==> config.mk <==
export PLATFORM = sky130hd
export DESIGN_NAME = osc_bank_sequencer
export DESIGN_NICKNAME = d
export VERILOG_FILES = /design/src/rtl/osc_bank_sequencer.sv
export SDC_FILE = /design/constraint.sdc
export NUM_CORES = 1
export LEC_CHECK = 0
export BUFFER_PORTS_ARGS = -buffer_cell sky130_fd_sc_hd__buf_4
export CAP_MARGIN = 20
export CORE_AREA = 4 4 260 262
export DETAILED_ROUTE_END_ITERATION = 8
export DIE_AREA = 0 0 264 266
export SYNTH_ARGS = -nofsm -noshare
export SYNTH_HDL_FRONTEND = slang
export SYNTH_SLANG_ARGS = --single-unit
export TNS_END_PERCENT = 1
==> constraint.sdc <==
create_clock -name clk -period 8.3 [get_ports clk]
set_input_delay 0.83 -clock clk [delete_from_list [all_inputs] [get_ports clk]]
set_output_delay 0.83 -clock clk [all_outputs]
set_load 0.05 [all_outputs]
==> src/rtl/osc_bank_sequencer.sv <==
// Purpose: time-multiplexed bank of recursive sine oscillators y[n] = 2cos(w)y[n-1] - y[n-2] sharing one 16x16 multiplier.
// Latency: k-th enabled channel presents its sample at tick+4+4k (LOAD, MUL, ACC, OUT per channel).
// Backpressure: out_valid/out_ready; OUT holds out_ch/out_data stable until accepted, each stall cycle delays the sequence.
//
// Ports:
//   clk, reset          system clock, asynchronous active-high reset
//   ch_en               per-channel enable, latched on sample_tick
//   cfg_we/ch/cos/init  configuration write (accepted only while cfg_ready)
//   cfg_ready           high in IDLE
//   sample_tick         one-cycle pulse every SYSTEM_FREQUENCY/SAMPLING_FREQUENCY clocks
//   out_valid/ready/ch/data  sample stream to the mixer
//   overrun             sticky: tick arrived while the bank was still busy
//   sat_flag            sticky clamp indicator
// Optional feature: define OSC_SATURATE_EN to clamp the recurrence to 16 bits
// and drive sat_flag; otherwise the result wraps and sat_flag is tied low.
module osc_bank_sequencer #(
    parameter int SYSTEM_FREQUENCY   = 50000000,
    parameter int SAMPLING_FREQUENCY = 48000,
    parameter int NUM_CH             = 4
) (
    input  logic                        clk,
    input  logic                        reset,
    input  logic [NUM_CH-1:0]           ch_en,
    input  logic                        cfg_we,
    input  logic [$clog2(NUM_CH)-1:0]   cfg_ch,
    input  logic [15:0]                 cfg_cos,
    input  logic [15:0]                 cfg_init,
    output logic                        cfg_ready,
    output logic                        sample_tick,
    output logic                        out_valid,
    input  logic                        out_ready,
    output logic [$clog2(NUM_CH)-1:0]   out_ch,
    output logic [15:0]                 out_data,
    output logic                        overrun,
    output logic                        sat_flag
);
    localparam int CW          = $clog2(NUM_CH);
    localparam int CLOCK_TICKS = SYSTEM_FREQUENCY / SAMPLING_FREQUENCY;
    localparam int TW          = $clog2(CLOCK_TICKS);
    localparam logic [TW-1:0] TICK_LAST = TW'(CLOCK_TICKS - 1);

    typedef enum logic [2:0] {S_IDLE, S_LOAD, S_MUL, S_ACC, S_OUT} state_t;

    state_t              state;
    logic [TW-1:0]       tick_cnt;
    logic [NUM_CH-1:0]   en_mask;
    logic [NUM_CH-1:0]   rest_mask;
    logic [CW-1:0]       cur;

    logic signed [15:0]  cos_mem [NUM_CH];
    logic signed [15:0]  y1_mem  [NUM_CH];
    logic signed [15:0]  y2_mem  [NUM_CH];

    logic signed [15:0]  op_cos;
    logic signed [15:0]  op_y1;
    logic signed [15:0]  op_y2;
    logic signed [31:0]  prod;
    logic signed [17:0]  p_r;       // prod[31:14] == 2*cos*y1 in Q1.15, 18 bits wide
    logic signed [17:0]  acc_sum;
    logic signed [15:0]  acc_res;
    logic                acc_clip;
    logic                unused_bits;

    // Lowest-index set bit; callers only use it on a non-zero mask.
    function automatic logic [CW-1:0] lowest(input logic [NUM_CH-1:0] m);
        logic [CW-1:0] idx;
        idx = '0;
        for (int i = NUM_CH - 1; i >= 0; i--) begin
            if (m[i]) idx = CW'(i);
        end
        return idx;
    endfunction

    assign sample_tick = (tick_cnt == TICK_LAST);
    assign cfg_ready   = (state == S_IDLE);
    assign rest_mask   = en_mask & ~(NUM_CH'(1) << cur);

    assign prod    = 32'(op_y1) * 32'(op_cos);
    // Range of p_r is about +/-65536 and y2 is 16 bits, so 18 bits cannot overflow.
    assign acc_sum = p_r - 18'(op_y2);

    always_comb begin
        acc_res  = acc_sum[15:0];
        acc_clip = 1'b0;
`ifdef OSC_SATURATE_EN
        if (acc_sum > 18'sd32767) begin
            acc_res  = 16'sh7FFF;
            acc_clip = 1'b1;
        end else if (acc_sum < -18'sd32768) begin
            acc_res  = -16'sh8000;
            acc_clip = 1'b1;
        end
`endif
    end

`ifdef OSC_SATURATE_EN
    logic sat_r;
    assign sat_flag    = sat_r;
    assign unused_bits = ^{prod[13:0]};

    always_ff @(posedge clk or posedge reset) begin
        if (reset) begin
            sat_r <= 1'b0;
        end else if (state == S_ACC && acc_clip) begin
            sat_r <= 1'b1;
        end
    end
`else
    assign sat_flag    = 1'b0;
    assign unused_bits = ^{prod[13:0], acc_sum[17:16], acc_clip};
`endif

    always_ff @(posedge clk or posedge reset) begin
        if (reset) begin
            tick_cnt <= '0;
        end else if (sample_tick) begin
            tick_cnt <= '0;
        end else begin
            tick_cnt <= tick_cnt + TW'(1);
        end
    end

    always_ff @(posedge clk or posedge reset) begin
        if (reset) begin
            state     <= S_IDLE;
            en_mask   <= '0;
            cur       <= '0;
            op_cos    <= '0;
            op_y1     <= '0;
            op_y2     <= '0;
            p_r       <= '0;
            out_valid <= 1'b0;
            out_ch    <= '0;
            out_data  <= '0;
            overrun   <= 1'b0;
            for (int i = 0; i < NUM_CH; i++) begin
                cos_mem[i] <= '0;
                y1_mem[i]  <= '0;
                y2_mem[i]  <= '0;
            end
        end else begin
            // A tick while busy is dropped; the current sweep runs to completion.
            if (sample_tick && state != S_IDLE) overrun <= 1'b1;

            case (state)
                S_IDLE: begin
                    if (cfg_we) begin
                        for (int i = 0; i < NUM_CH; i++) begin
                            if (cfg_ch == CW'(i)) begin
                                cos_mem[i] <= cfg_cos;
                                y1_mem[i]  <= cfg_init;
                                y2_mem[i]  <= '0;
                            end
                        end
                    end
                    if (sample_tick && |ch_en) begin
                        en_mask <= ch_en;
                        cur     <= lowest(ch_en);
                        state   <= S_LOAD;
                    end
                end
                S_LOAD: begin
                    op_cos <= cos_mem[cur];
                    op_y1  <= y1_mem[cur];
                    op_y2  <= y2_mem[cur];
                    state  <= S_MUL;
                end
                S_MUL: begin
                    p_r   <= prod[31:14];
                    state <= S_ACC;
                end
                S_ACC: begin
                    y2_mem[cur] <= op_y1;
                    y1_mem[cur] <= acc_res;
                    out_data    <= acc_res;
                    out_ch      <= cur;
                    out_valid   <= 1'b1;
                    state       <= S_OUT;
                end
                S_OUT: begin
                    if (out_ready) begin
                        out_valid <= 1'b0;
                        if (|rest_mask) begin
                            en_mask <= rest_mask;
                            cur     <= lowest(rest_mask);
                            state   <= S_LOAD;
                        end else begin
                            state <= S_IDLE;
                        end
                    end
                end
                default: state <= S_IDLE;
            endcase
        end
    end
endmodule

==> run_results.csv <==
group,metric,value,unit
status,status,"finished, final reports clean",
placement,dp_hpwl,41.4,mm
layout,final_common_cell,"nand2_1",
route,drc,0,
timing,finalCritPeriodShare,85.1,%
timing,setup_tns,0,ns
grt,grt_usage,17.1,%
synth,synth_seq_cells,296,
worst_hold_path,holdCritPathClass,"in2async",
clocking,htree_levels,2,
timing,hold_violations,0,
grt,grt_antenna_before_repair,1,
clocking,cts_tree,"built",
synth,synth_area_leaders,"dfrtp_1 (33%), fa_1 (22%), nand2_1 (8.2%)",
layout,regArea,7410,sq um
synth,synth_top_area_cell,"dfrtp_1",
timing,slew_violations,0,
clocking,cts.clk_slew.worst_paths,0.06,ns
synth,ys_types,68,
route,routedLengthMet1,24.7,mm
synth,synth-edff-count,0,
die,die_area,70200,sq um
placement,place.gp.congestion,0.859,
synth,syn_avg_cell_area,9.80,sq um
layout,fin_util,38.5,%
grt,grt_pass1_vias,17600,
clocking,hold_buffers,0,
power,irDropWorstVdd,0.167,mV
route,wl_met2,29.4,mm
route,routed.top_layer,"met4",
grt,grt_max_degree,82,
critical_path,crit_path_end_kind,"flip-flop",
die,row_count,94,
route,dr.pass1.iters,6,
placement,dpl_worst_slack,1.33,ns
timing,finalSetupViolCount,0,
route,wl_per_cell,18.5,microns
placement,dp.cells,3137,
critical_path,cp_max_fo,17,
layout,multiInputGateArea,13500,sq um
grt,grt_pass1_wl,96.9,mm
timing,fin_crit,7.06,ns
die,die_y,266,microns
die,core_area,65400,sq um
run,cap_violations,0,
power,power_density,137,nW/um^2
clocking,cts_setup_buffers,0,
synth,synth_warnings,0,
synth,synthesis.nets,2692,
timing,slew_headroom,30.6,%
timing,fmax,142,MHz
critical_path,cp.arrival,7.45,ns
timing,worstMarginPinSlew,1.04,ns
power,totalPowerFinal,3.46,mW
layout,mostFrequentLayoutCells,"nand2_1 (495), inv_1 (320), dfrtp_1 (294)",
timing,skew,0.0352,ns
die,ios,65,
route,via_count,16400,
timing,fin_hold_ws,0.292,ns
die,start_util,34.6,%
clocking,clkLatencyLatePin,0.55,ns
route,drt_iter0_drc,1276,
synth,yosysSeqAreaShare,32.7,%
layout,fin_nets,2694,
route,antenna_left,0,
clocking,cts_buffer_depth,3,
grt,grt.overflow.total,0,
critical_path,required,8.69,ns
layout,postLayoutCellArea,25200,sq um
power,power.leakage,12.1,nW
die,fp.dieW,264,microns
synth,ys.flop_type,"dfrtp_1",
clocking,cts_buffers,34,
route,wl,59.1,mm
placement,place_area,23900,sq um
synth,synthesis.area,22600,sq um
layout,fillerInstances,6547,
layout,drive_above_1_share,11.8,%
layout,area_growth,11.2,%
critical_path,cp-start-kind,"flip-flop",
synth,synth_top_area_share,32.7,%
clocking,post_cts_resize_count,0,
critical_path,crit_type,"reg2reg",
clocking,clock_sinks,296,
placement,numPortBuffers,63,
layout,final_cell_count_no_fill,3201,
synth,synthCells,2309,
timing,rsz0062_at_grt,"false",
route,dr_wl_met3,3.51,mm
clocking,cts-root-buf,"clkbuf_16",
timing,fin_ws,1.24,ns
route,routed_via_density,5.13,
synth,synthArstFlopShare,100,%
[metal layers]
metal	GRT usage [%]	vias up
li1	-	7368
met1	22.9	8479
met2	29.1	489
met3	2.80	88
met4	4.51	0
met5	0	-
[worst max-delay path: stages, from the launching register on]
cell and delay [ns]:
dfrtp_1 0.85, nand2_1 0.21, inv_1 0.18, fa_1 0.50, fa_1 0.78, fa_1 0.52
fa_1 0.59, fa_1 0.44, fa_1 0.44, ha_1 0.34, a21oi_1 0.28, o21ai_0 0.15
a21o_1 0.23, nand4b_1 0.26, a2111oi_0 0.70, o21bai_1 0.19, xnor2_1 0.15, o21ai_0 0.08
[synthesized netlist by cell type (4+ instances only)]
| library cell | instances |
|---|---|
| nand2_1 | 495 |
| inv_1 | 321 |
| dfrtp_1 | 296 |
| fa_1 | 248 |
| o21ai_0 | 157 |
| and2_1 | 123 |
| clkbuf_1 | 112 |
| ha_1 | 93 |
| a22oi_1 | 53 |
| mux2_2 | 52 |
| mux4_2 | 48 |
| nor2_1 | 44 |
| nand3_1 | 30 |
| xnor2_1 | 30 |
| a21oi_1 | 27 |
| nand2b_1 | 16 |
| nor3_1 | 15 |
| xor2_1 | 14 |
| buf_2 | 9 |
| o21a_1 | 9 |
| a21o_1 | 7 |
| buf_1 | 7 |
| nor2b_1 | 7 |
| a31oi_1 | 6 |
| nand4_1 | 6 |
| and3_1 | 5 |
| or2_2 | 5 |
| a211oi_1 | 4 |
| a221oi_1 | 4 |
| o211ai_1 | 4 |
| o22ai_1 | 4 |
| o31ai_1 | 4 |
[layout make-up]
type	count	share of cell area, %
diodes	1	0.00994
flip-flops and latches	296	29.4
multi-input cells	1562	53.8
repair buffers	95	2.99
well taps	864	4.29
clock inverters	18	0.929
clock buffers	43	3.75
inverters	322	4.82
[state kept, by name, summed over array words and instances (netlist names)]
name / count
cos_mem: 64
y1_mem: 64
y2_mem: 64
op_cos: 16
op_y1: 16
op_y2: 16
out_data: 16
p_r: 16
tick_cnt: 11
en_mask: 4
state: 3
cur: 2
out_ch: 2
out_valid: 1
overrun: 1
[cells by family after synthesis]
group	count (synthesis)	synth area share (%)
other cells	1	0.0166
flops	296	32.7
compound gates	307	8.31
mux	100	7.36
xor+xnor	45	1.77
simple gates	768	15.2
fa+ha+maj	341	27.1
buf+inv	451	7.55
[worst paths after layout]
path                                    startpoint                       to  slack [ns]  cells past startpoint
min reg2reg                cos_mem[12]$_DFFE_PP0P_  cos_mem[12]$_DFFE_PP0P_        0.47                      2
max                          op_cos[1]$_DFFE_PP0P_      p_r[15]$_DFFE_PP0P_        1.24                     17
min in group clk           cos_mem[12]$_DFFE_PP0P_  cos_mem[12]$_DFFE_PP0P_        0.47                      2
max reg2reg                  op_cos[1]$_DFFE_PP0P_      p_r[15]$_DFFE_PP0P_        1.24                     17
max in group asynchronous                    reset   y1_mem[26]$_DFFE_PP0P_        6.11                      4
min                                          reset   en_mask[0]$_DFFE_PP0P_        0.29                      2
[report_power, final]
group	switching, mW	total (mW)	internal (mW)
Clock	0.639	1.58	0.942
Combinational	0.142	0.262	0.121
Sequential	0.0602	1.62	1.56
Total	0.841	3.46	2.62
Note: power is estimated with default switching activity, not from simulation.
